$ cat config.mk
export PLATFORM = sky130hd
export DESIGN_NAME = devil_cmd_sequencer
export DESIGN_NICKNAME = d
export VERILOG_FILES = /design/src/rtl/devil_cmd_sequencer.sv
export SDC_FILE = /design/constraint.sdc
export NUM_CORES = 1
export LEC_CHECK = 0
export ABC_AREA = 1
export CORE_AREA = 2 2 291 293
export DETAILED_ROUTE_END_ITERATION = 10
export DIE_AREA = 0 0 293 295
export HOLD_SLACK_MARGIN = 0.08
export PLACE_DENSITY = 0.72
export SLEW_MARGIN = 5
export SYNTH_ARGS = -nofsm -noshare
export SYNTH_HDL_FRONTEND = slang
export SYNTH_SLANG_ARGS = --single-unit
$ cat constraint.sdc
create_clock -name ace_aclk -period 52.6 [get_ports ace_aclk]
set_input_delay 15.78 -clock ace_aclk [delete_from_list [all_inputs] [get_ports ace_aclk]]
set_output_delay 15.78 -clock ace_aclk [all_outputs]
set_load 0.02 [all_outputs]
$ cat src/rtl/devil_cmd_sequencer.sv
// ACE devil-path command sequencer: queued commands, start/done issue FSM with timeout, programmable monitor pattern.
// Optional build macro DEVIL_CTRL_FLUSH_ON_ERROR_EN: any failed operation empties the command queue.
module devil_cmd_sequencer #(
   parameter int  C_S_AXI_DATA_WIDTH = 32,
   parameter int  C_ACE_DATA_WIDTH   = 128,
   parameter int  C_ACE_ADDR_WIDTH   = 44,
   parameter int  DEVIL_STATE_SIZE   = 5,
   parameter int  CMD_FIFO_DEPTH     = 4,
   parameter int  TIMEOUT_CYCLES     = 1024,
   localparam int PAT_W = C_ACE_DATA_WIDTH * 4,
   localparam int NW    = PAT_W / C_S_AXI_DATA_WIDTH,
   localparam int IDX_W = (NW > 1) ? $clog2(NW) : 1,
   localparam int PTR_W = $clog2(CMD_FIFO_DEPTH),
   localparam int CNT_W = PTR_W + 1,
   localparam int TMR_W = $clog2(TIMEOUT_CYCLES)
) (
   input  logic                          ace_aclk,
   input  logic                          ace_areset,
   input  logic                          i_enable,
   input  logic                          i_cmd_valid,
   output logic                          o_cmd_ready,
   input  logic [3:0]                    i_cmd,
   input  logic [C_ACE_ADDR_WIDTH-1:0]   i_cmd_addr,
   output logic                          o_op_start,
   output logic [1:0]                    o_op_cmd,
   output logic [C_ACE_ADDR_WIDTH-1:0]   o_op_addr,
   input  logic                          i_op_done,
   input  logic                          i_op_error,
   input  logic                          i_pat_wr_en,
   input  logic [IDX_W-1:0]              i_pat_wr_idx,
   input  logic [C_S_AXI_DATA_WIDTH-1:0] i_pat_wr_data,
   output logic [PAT_W-1:0]              o_cache_line_2_monitor,
   output logic [DEVIL_STATE_SIZE-1:0]   o_fsm_devil_controller,
   output logic [CNT_W-1:0]              o_cmd_count,
   output logic [15:0]                   o_done_cnt,
   output logic [15:0]                   o_err_cnt
);

   typedef enum logic [DEVIL_STATE_SIZE-1:0] {
      ST_IDLE      = DEVIL_STATE_SIZE'(0),
      ST_FETCH     = DEVIL_STATE_SIZE'(1),
      ST_ISSUE     = DEVIL_STATE_SIZE'(2),
      ST_WAIT_DONE = DEVIL_STATE_SIZE'(3),
      ST_END_OP    = DEVIL_STATE_SIZE'(4)
   } state_e;

   state_e                      state_q, state_d;
   logic [3:0]                  cmd_mem_q  [CMD_FIFO_DEPTH];
   logic [3:0]                  cmd_mem_d  [CMD_FIFO_DEPTH];
   logic [C_ACE_ADDR_WIDTH-1:0] addr_mem_q [CMD_FIFO_DEPTH];
   logic [C_ACE_ADDR_WIDTH-1:0] addr_mem_d [CMD_FIFO_DEPTH];
   logic [PTR_W-1:0]            wr_ptr_q, wr_ptr_d, rd_ptr_q, rd_ptr_d;
   logic [CNT_W-1:0]            count_q, count_d;
   logic [1:0]                  op_cmd_q, op_cmd_d;
   logic [C_ACE_ADDR_WIDTH-1:0] op_addr_q, op_addr_d;
   logic [TMR_W-1:0]            timer_q, timer_d;
   logic [15:0]                 done_cnt_q, done_cnt_d, err_cnt_q, err_cnt_d;
   logic [PAT_W-1:0]            pat_q, pat_d;

   logic [3:0]                  head_cmd;
   logic [C_ACE_ADDR_WIDTH-1:0] head_addr;
   logic                        head_valid, push, pop, timeout, op_ok, op_fail, flush, ready;

   always_comb begin
      head_cmd   = cmd_mem_q[rd_ptr_q];
      head_addr  = addr_mem_q[rd_ptr_q];
      head_valid = (head_cmd <= 4'd2);
      ready      = (count_q != CNT_W'(CMD_FIFO_DEPTH));
      push       = i_cmd_valid && ready;
      pop        = (state_q == ST_FETCH);
      timeout    = (timer_q == TMR_W'(TIMEOUT_CYCLES - 1));
      op_ok      = (state_q == ST_WAIT_DONE) && i_op_done;
      op_fail    = ((state_q == ST_FETCH) && !head_valid) ||
                   ((state_q == ST_WAIT_DONE) && i_op_done && i_op_error) ||
                   ((state_q == ST_WAIT_DONE) && !i_op_done && timeout);
   end

`ifdef DEVIL_CTRL_FLUSH_ON_ERROR_EN
   // op_fail only fires on the transition into END_OP, so the flag is valid exactly during END_OP.
   logic err_flag_q;

   always_ff @(posedge ace_aclk or posedge ace_areset) begin
      if (ace_areset) err_flag_q <= 1'b0;
      else            err_flag_q <= op_fail;
   end

   always_comb flush = (state_q == ST_END_OP) && err_flag_q;
`else
   always_comb flush = 1'b0;
`endif

   always_ff @(posedge ace_aclk or posedge ace_areset) begin
      if (ace_areset) state_q <= ST_IDLE;
      else            state_q <= state_d;
   end

   always_comb begin
      state_d = state_q;
      case (state_q)
         ST_IDLE:      if ((count_q != '0) && i_enable) state_d = ST_FETCH;
         ST_FETCH:     state_d = head_valid ? ST_ISSUE : ST_END_OP;
         ST_ISSUE:     state_d = ST_WAIT_DONE;
         ST_WAIT_DONE: if (i_op_done || timeout) state_d = ST_END_OP;
         ST_END_OP:    state_d = ST_IDLE;
         default:      state_d = ST_IDLE;
      endcase
   end

   always_comb begin
      o_op_start             = (state_q == ST_ISSUE);
      o_fsm_devil_controller = state_q;
      o_cmd_ready            = ready;
      o_cmd_count            = count_q;
      o_op_cmd               = op_cmd_q;
      o_op_addr              = op_addr_q;
      o_done_cnt             = done_cnt_q;
      o_err_cnt              = err_cnt_q;
      o_cache_line_2_monitor = pat_q;
   end

   // A flush overrides any same-cycle push.
   always_comb begin
      cmd_mem_d  = cmd_mem_q;
      addr_mem_d = addr_mem_q;
      wr_ptr_d   = wr_ptr_q;
      rd_ptr_d   = rd_ptr_q;
      count_d    = count_q;
      if (flush) begin
         wr_ptr_d = '0;
         rd_ptr_d = '0;
         count_d  = '0;
      end else begin
         if (push) begin
            cmd_mem_d[wr_ptr_q]  = i_cmd;
            addr_mem_d[wr_ptr_q] = i_cmd_addr;
            wr_ptr_d             = wr_ptr_q + 1'b1;
         end
         if (pop) rd_ptr_d = rd_ptr_q + 1'b1;
         case ({push, pop})
            2'b10:   count_d = count_q + 1'b1;
            2'b01:   count_d = count_q - 1'b1;
            default: count_d = count_q;
         endcase
      end
   end

   always_comb begin
      op_cmd_d   = op_cmd_q;
      op_addr_d  = op_addr_q;
      timer_d    = timer_q;
      done_cnt_d = done_cnt_q;
      err_cnt_d  = err_cnt_q;
      if (pop && head_valid) begin
         op_cmd_d  = head_cmd[1:0];
         op_addr_d = head_addr;
      end
      if (state_q == ST_ISSUE)          timer_d = '0;
      else if (state_q == ST_WAIT_DONE) timer_d = timer_q + 1'b1;
      if (op_ok && (done_cnt_q != '1))   done_cnt_d = done_cnt_q + 16'd1;
      if (op_fail && (err_cnt_q != '1))  err_cnt_d  = err_cnt_q + 16'd1;
   end

   always_comb begin
      pat_d = pat_q;
      for (int unsigned w = 0; w < NW; w++) begin
         if (i_pat_wr_en && (i_pat_wr_idx == IDX_W'(w)))
            pat_d[w*C_S_AXI_DATA_WIDTH +: C_S_AXI_DATA_WIDTH] = i_pat_wr_data;
      end
   end

   always_ff @(posedge ace_aclk or posedge ace_areset) begin
      if (ace_areset) begin
         for (int unsigned i = 0; i < CMD_FIFO_DEPTH; i++) begin
            cmd_mem_q[i]  <= '0;
            addr_mem_q[i] <= '0;
         end
         wr_ptr_q   <= '0;
         rd_ptr_q   <= '0;
         count_q    <= '0;
         op_cmd_q   <= '0;
         op_addr_q  <= '0;
         timer_q    <= '0;
         done_cnt_q <= '0;
         err_cnt_q  <= '0;
         pat_q      <= '0;
      end else begin
         cmd_mem_q  <= cmd_mem_d;
         addr_mem_q <= addr_mem_d;
         wr_ptr_q   <= wr_ptr_d;
         rd_ptr_q   <= rd_ptr_d;
         count_q    <= count_d;
         op_cmd_q   <= op_cmd_d;
         op_addr_q  <= op_addr_d;
         timer_q    <= timer_d;
         done_cnt_q <= done_cnt_d;
         err_cnt_q  <= err_cnt_d;
         pat_q      <= pat_d;
      end
   end

endmodule

==> out/summary.txt, run 1 <==
PLACE
----------------------------------------------------------------------------------------------------
Number of buffers added on ports                                                                 688
Total instance count after detailed placement                                                   4799
Post-DP HPWL                                                                                69.13 mm
Post-place setup slack                                                                      32100 ps
Routability-driven placement congestion ratio                                                 0.8775

WORST SETUP PATH
----------------------------------------------------------------------------------------------------
Crit start category                                                                        input pin
Category of the most critical setup path                                                input pin to asynchronous set/reset pin
Worst endpoint data arrival time                                                            20270 ps
Max Fanout on Critical Path                                                                      121
Required time reported for the critical path endpoint                                       53220 ps
Capturing element type of the critical path                                             asynchronous set/reset pin

CELLS AND AREA
----------------------------------------------------------------------------------------------------
Most common library cell in the layout ignoring fill and taps                           sky130_fd_sc_hd__nand2_1
Net count of the finished layout                                                                3904
Layout area overhead                                                                          33.92%
Final std cells w/o fill                                                                        4954
Share of layout cells above drive strength 1                                                  7.804%
Commonest cells after routing, fill and taps aside                                      sky130_fd_sc_hd__nand2_1, sky130_fd_sc_hd__dfrtp_1, sky130_fd_sc_hd__clkdlybuf4s50_1, sky130_fd_sc_hd__o21ai_0, sky130_fd_sc_hd__inv_1

SYNTH
----------------------------------------------------------------------------------------------------
Synth Instances                                                                                 3203
Top cells by area in the synthesized netlist                                            sky130_fd_sc_hd__dfrtp_1, sky130_fd_sc_hd__o21ai_0, sky130_fd_sc_hd__nand2_1
Primary flip-flop cell chosen by synthesis mapping                                      sky130_fd_sc_hd__dfrtp_1
Async set-or-reset flop fraction in the synthesized netlist                                   100.0%
Netlist Area Pre-Place                                                                   31380 sq um
Number of storage elements in the synthesis netlist                                              802
Count of yosys warnings during synthesis                                                           0
Top cell type's share of synthesized area                                                     63.95%
Portion of the post-synthesis area used by sequential elements                                63.95%
Syn_area_per_cell                                                                        9.797 sq um
Cell taking the most area after synthesis                                               sky130_fd_sc_hd__dfrtp_1
EDFF count, synth                                                                                  0
Number of distinct library cell variants in the gate-level netlist after synthesis                36

GLOBAL ROUTING
----------------------------------------------------------------------------------------------------
Global Route Usage Sum                                                                        23.13%
GRT met1 Usage                                                                                29.34%
Maximum number of pins on one net before global-route repair                                     171
Number of antenna violations at the first check in global routing                                 10
Number of global-route vias before repair                                                      23730
Global-route wire length before repair                                                      152.5 mm
Global-route met2 utilization                                                                 37.87%
Routing layer with the top usage in global route                                                met2
Global-route congestion overflow total                                                             0
Met3 capacity usage during global routing                                                     5.548%

FLOORPLANNING
----------------------------------------------------------------------------------------------------
Top-level port count                                                                             691
Vertical extent of the die                                                                    295 um
Die Wd                                                                                        293 um
Rows                                                                                             106
Total die area                                                                           86440 sq um
Effective utilization at floorplan                                                            37.74%
Area inside the core boundary                                                            83160 sq um

CLOCKING
----------------------------------------------------------------------------------------------------
Clock root buffer                                                                       sky130_fd_sc_hd__clkbuf_16
Maximum buffer depth of the clock tree                                                             3
Depth of the CTS H-tree                                                                            3
TritonCTS clock tree                                                                           built
Post-CTS Hold Buffers                                                                              0
Post-CTS Setup Repair Bufs                                                                         0
Post-CTS sizing                                                                                    0
Clock latency on the worst-skew pair                                                          630 ps
Num CTS Buffers                                                                                   83
Clock-pin slew reported for the worst setup and hold paths after clock tree synthesis          60 ps
TritonCTS sink count                                                                             802

TIMING
----------------------------------------------------------------------------------------------------
Unrepaired setup endpoints after global routing                                                false
Final max-slew violation count                                                                     0
Highest achievable clock rate                                                              50.90 MHz
Worst slack on hold paths                                                                   482.4 ps
Least-Margin Pin Slew                                                                        1211 ps
Worst Setup Slack, final                                                                    32950 ps
Setup clock skew after layout                                                               38.50 ps
Setup Viol. Count Final                                                                            0
Setup Total Neg Slack                                                                           0 ps
Slew HR                                                                                       19.17%
Final period utilization                                                                      37.35%
Minimum period implied by the final worst setup slack                                       19650 ps
Fin. Hold Viols                                                                                    0

JOB
----------------------------------------------------------------------------------------------------
Reported max-cap violation count                                                                   0

DETAILED ROUTING
----------------------------------------------------------------------------------------------------
DRT antenna net count                                                                              0
Total detailed-routing wirelength                                                           103.0 mm
Wire length per cell                                                                        20.80 um
Vias after detailed routing                                                                    25230
DRC viols                                                                                          0
First drt pass iteration count                                                                     5
Routed vias/inst                                                                               5.093
Starting DRT DRC Count                                                                          1956

WORST HOLD PATH
----------------------------------------------------------------------------------------------------
Worst min-delay path category                                                           register to register

PWR
----------------------------------------------------------------------------------------------------
Highest ir drop seen on vdd                                                             0.00003542 V
Total chip power                                                                          0.002289 W
Total power density per cell area                                                       54.47 nW/um^2
Reported leakage power                                                                      19.07 nW

STATUS
----------------------------------------------------------------------------------------------------
Outcome                                                                                 finished clean

## routing by layer
metal	wire [um]	vias to the layer above	part of all wire [%]
met5	12	-	0.012
met4	4861	2	4.7
met3	8394	238	8.1
met2	48390	983	47
met1	41380	12400	40
li1	-	11610	-
## sequential cells by signal (all words and copies together) (netlist names), 3 cells and up
| name | cells |
|---|---|
| o_fsm_devil_controller | 3 |
| o_err_cnt | 16 |
| o_done_cnt | 16 |
| addr_mem_q | 176 |
| o_cmd_count | 3 |
| o_op_addr | 44 |
| timer_q | 10 |
| o_cache_line_2_monitor | 512 |
| cmd_mem_q | 16 |
## worst paths after layout
path / startpoint / endpoint / slack, ps / depth (start not counted)
max reg2reg: rd_ptr_q[0] / o_op_addr[17] / 49470 / 10
min: o_cache_line_2_monitor[222] / o_cache_line_2_monitor[222] / 480 / 2
min in group asynchronous: ace_areset / o_cache_line_2_monitor[390] / 15720 / 2
min reg2reg: o_cache_line_2_monitor[222] / o_cache_line_2_monitor[222] / 480 / 2
max in group ace_aclk: o_fsm_devil_controller[0] / o_op_start / 34500 / 4
max: ace_areset / o_cache_line_2_monitor[254] / 32950 / 6
## stage by stage
step	utilization (%)	cell area (sq um)
3_5_place_dp	47.02	39100
6_report	50.54	42030
3_3_place_gp	47.02	39100
2_1_floorplan	-	31390
5_1_grt	50.53	42020
4_1_cts	50.53	42020
## synthesized netlist by cell type, types with 19 or more instances
master and instances:
sky130_fd_sc_hd__nor2_1 72, sky130_fd_sc_hd__xor2_1 19, sky130_fd_sc_hd__dfrtp_1 802, sky130_fd_sc_hd__nand3_1 47, sky130_fd_sc_hd__o21ai_1 45, sky130_fd_sc_hd__mux2_2 90
sky130_fd_sc_hd__buf_2 28, sky130_fd_sc_hd__clkbuf_1 156, sky130_fd_sc_hd__nand2_1 815, sky130_fd_sc_hd__o21ai_0 687, sky130_fd_sc_hd__a21oi_1 129, sky130_fd_sc_hd__inv_1 223
## area by class of cell
class                   count  area (sq um)
multi-input cells        1966          9652
flip-flops and latches    802         20070
clock inverters            34         476.7
diodes                      4         10.01
inverters                 227         859.6
fillers                  7419         41130
well taps                1080          1351
clock buffers             117          2436
repair buffers            724          7169
## cell families after synthesis
group,after synthesis,share of synthesized area (%)
other,1,0.01195
xor gates and xnor gates,30,0.8373
and+or+nand+nor,972,12.21
muxes,90,3.230
adders and majority gates,9,0.3828
AOI/OAI and AO/OA,863,13.78
DFF,802,63.95
buffers and inverters,436,5.598
## power breakdown
part	total [W]	internal, W	switching, W	leakage, nW
sequential	0.000893	0.000797	0.0000955	10.1
clock	0.000623	0.000369	0.000254	1.44
combinational	0.000773	0.000322	0.000452	7.58
## worst max-delay path, cell delays in order
cell                              delay (ps)
sky130_fd_sc_hd__clkdlybuf4s50_1         490
sky130_fd_sc_hd__inv_8                   610
sky130_fd_sc_hd__buf_4                   840
sky130_fd_sc_hd__buf_4                   710
sky130_fd_sc_hd__buf_4                   740
sky130_fd_sc_hd__buf_4                   860
Note: power is estimated with default switching activity, not from simulation.
==> inputs of run 2 (changes only) <==
Settings changed: PLACE_DENSITY 0.72 to 0.74.
Clock period 52.6 ns to 17.45 ns, I/O delays scaled along.
==> run 2 against run 1 <==
Compared with the run above: combinational power rose to 3.0 times the previous value; critical path depth down 1; clock skew rose by 0.95 ps.
==> out/summary.txt, run 2 (synthesized netlist as in run 1, its figures left out) <==
STATUS
----------------------------------------------------------------------------------------------------
Outcome                                                                                 finished clean

CLOCKING
----------------------------------------------------------------------------------------------------
Clock root buffer                                                                       sky130_fd_sc_hd__clkbuf_16
Num CTS Buffers                                                                                   85   +2.4%
Post-CTS sizing                                                                                    0   unchanged
TritonCTS clock tree                                                                           built
Clock latency on the worst-skew pair                                                          640 ps   about the same
Post-CTS Hold Buffers                                                                              0   unchanged
Maximum buffer depth of the clock tree                                                             3   unchanged
Depth of the CTS H-tree                                                                            3   unchanged
Clock-pin slew reported for the worst setup and hold paths after clock tree synthesis          60 ps   about the same
Post-CTS Setup Repair Bufs                                                                         0   unchanged
TritonCTS sink count                                                                             802   unchanged

WORST SETUP PATH
----------------------------------------------------------------------------------------------------
Capturing element type of the critical path                                             asynchronous set/reset pin
Max Fanout on Critical Path                                                                      161   +33%
Worst endpoint data arrival time                                                             8210 ps   -12060 ps
Category of the most critical setup path                                                input pin to asynchronous set/reset pin
FF-to-FF setup slack                                                                        14150 ps   -35320 ps
Crit start category                                                                        input pin
Required time reported for the critical path endpoint                                       18040 ps   -35180 ps

TIMING
----------------------------------------------------------------------------------------------------
Unrepaired setup endpoints after global routing                                                false
Final period utilization                                                                      43.66%
Setup Viol. Count Final                                                                            0   unchanged
Final max-slew violation count                                                                     0   unchanged
Worst Setup Slack, final                                                                     9831 ps   -23120 ps
Setup clock skew after layout                                                               39.45 ps   +0.9479 ps
Fin. Hold Viols                                                                                    0   unchanged
Setup Total Neg Slack                                                                           0 ps   unchanged
Slew HR                                                                                       18.21%   -0.97 points
Least-Margin Pin Slew                                                                        1226 ps   +14.46 ps
Minimum period implied by the final worst setup slack                                        7619 ps
Highest achievable clock rate                                                              131.3 MHz

GLOBAL ROUTING
----------------------------------------------------------------------------------------------------
Number of global-route vias before repair                                                      23840   +0.47%
Number of antenna violations at the first check in global routing                                  8   -2
Maximum number of pins on one net before global-route repair                                     186   +8.8%
Global-route wire length before repair                                                      152.5 mm   about the same
Global-route congestion overflow total                                                             0   unchanged
Global Route Usage Sum                                                                        23.14%   about the same

FLOORPLANNING
----------------------------------------------------------------------------------------------------
Rows                                                                                             106   unchanged
Total die area                                                                           86440 sq um   unchanged
Area inside the core boundary                                                            83160 sq um   unchanged
Vertical extent of the die                                                                    295 um   unchanged
Die Wd                                                                                        293 um   unchanged
Top-level port count                                                                             691   unchanged
Effective utilization at floorplan                                                            37.74%   unchanged

PLACE
----------------------------------------------------------------------------------------------------
Post-place setup slack                                                                       9018 ps   -23080 ps
Post-DP HPWL                                                                                69.04 mm   -0.13%
Number of buffers added on ports                                                                 688   unchanged
Routability-driven placement congestion ratio                                                 0.8392   -4.4%

DETAILED ROUTING
----------------------------------------------------------------------------------------------------
Routed vias/inst                                                                               5.087   -0.12%
DRT antenna net count                                                                              0   unchanged
DRC viols                                                                                          0   unchanged
Total detailed-routing wirelength                                                           102.3 mm   -0.72%
Wire length per cell                                                                        20.66 um   -0.64%
First drt pass iteration count                                                                     8   +3
Vias after detailed routing                                                                    25180   -0.20%
Starting DRT DRC Count                                                                          1798   -8.1%

CELLS AND AREA
----------------------------------------------------------------------------------------------------
Commonest cells after routing, fill and taps aside                                      sky130_fd_sc_hd__nand2_1, sky130_fd_sc_hd__dfrtp_1, sky130_fd_sc_hd__clkdlybuf4s50_1, sky130_fd_sc_hd__o21ai_0, sky130_fd_sc_hd__inv_1
Layout area overhead                                                                          33.82%   about the same
Number of inserted filler cells in the final layout                                             7353   -0.89%
Net count of the finished layout                                                                3899   -0.13%
Share of layout cells above drive strength 1                                                  7.298%   -0.51 points
Flip-flop count of the largest register, all copies and words added                              512   unchanged
Most common library cell in the layout ignoring fill and taps                           sky130_fd_sc_hd__nand2_1

PWR
----------------------------------------------------------------------------------------------------
Total power density per cell area                                                       164.3 nW/um^2   +200%
Reported leakage power                                                                      19.02 nW   -0.28%
Highest ir drop seen on vdd                                                              0.0001074 V   +200%

WORST HOLD PATH
----------------------------------------------------------------------------------------------------
Worst min-delay path category                                                           register to register

JOB
----------------------------------------------------------------------------------------------------
Reported max-cap violation count                                                                   0   unchanged

[run 2: cell count changes in the layout (fill, tap and decap cells not counted), sizes merged]
cell	change
clkinv	-9
diode	+2
bufinv	-2
buf	-7
inv	-2
clkinvlp	-1
clkbuf	+15
[run 2: path summary, 6_finish.rpt]
check | startpoint | to | cells after the start
max reg2reg | rd_ptr_q[0] | o_op_addr[43] | 8
min | o_cache_line_2_monitor[403] | o_cache_line_2_monitor[403] | 2
min reg2reg | o_cache_line_2_monitor[403] | o_cache_line_2_monitor[403] | 2
max in group ace_aclk | o_fsm_devil_controller[2] | o_op_start | 4
max | ace_areset | cmd_mem_q[2] | 5
min in group asynchronous | ace_areset | o_cache_line_2_monitor[411] | 3
[run 2: cell type report]
class	instances	area [sq um]	area share, %
clock inverters	20	390.4	0.9296
diodes	6	15.01	0.03575
multi-input cells	1966	9644	22.97
clock buffers	132	2525	6.013
well taps	1080	1351	3.218
flip-flops and latches	802	20070	47.79
inverters	227	855.8	2.038
repair buffers	717	7142	17.01
[run 2: critical path: stages]
cell and delay (ps):
sky130_fd_sc_hd__clkdlybuf4s50_1 440, sky130_fd_sc_hd__clkinvlp_4 90, sky130_fd_sc_hd__buf_4 660, sky130_fd_sc_hd__buf_12 640, sky130_fd_sc_hd__buf_4 880
[run 2: per-stage QoR]
stage | power [W] | instance area, sq um | utilization (%) | hold WS (ps) | cells
6_report | 0.006900 | 41990 | 50.50 | 479.9 | 4950
5_1_grt | 0.007285 | 41990 | 50.49 | 502.1 | 4948
4_1_cts | 0.006941 | 41980 | 50.48 | 486.2 | 4944
3_5_place_dp | 0.005046 | 39060 | 46.98 | 471.5 | 4792
3_3_place_gp | 0.004980 | 39060 | 46.98 | 464.4 | 4792
2_1_floorplan | 0.004007 | 31390 | - | 455.9 | 3204
[run 2: routing by layer]
layer,track usage [%],share of wire [%],vias to the layer above
li1,-,-,11590
met1,29.52,40,12370
met2,36.49,47,991
met3,6.420,8.2,236
met4,11.19,5.1,0
met5,0,0,-
[run 2: power by group]
group | switching [W] | leakage (nW) | internal, W
combinational | 0.00137 | 7.55 | 0.000969
sequential | 0.000282 | 10.1 | 0.00240
clock | 0.000768 | 1.41 | 0.00111
total | 0.00242 | 19.0 | 0.00448
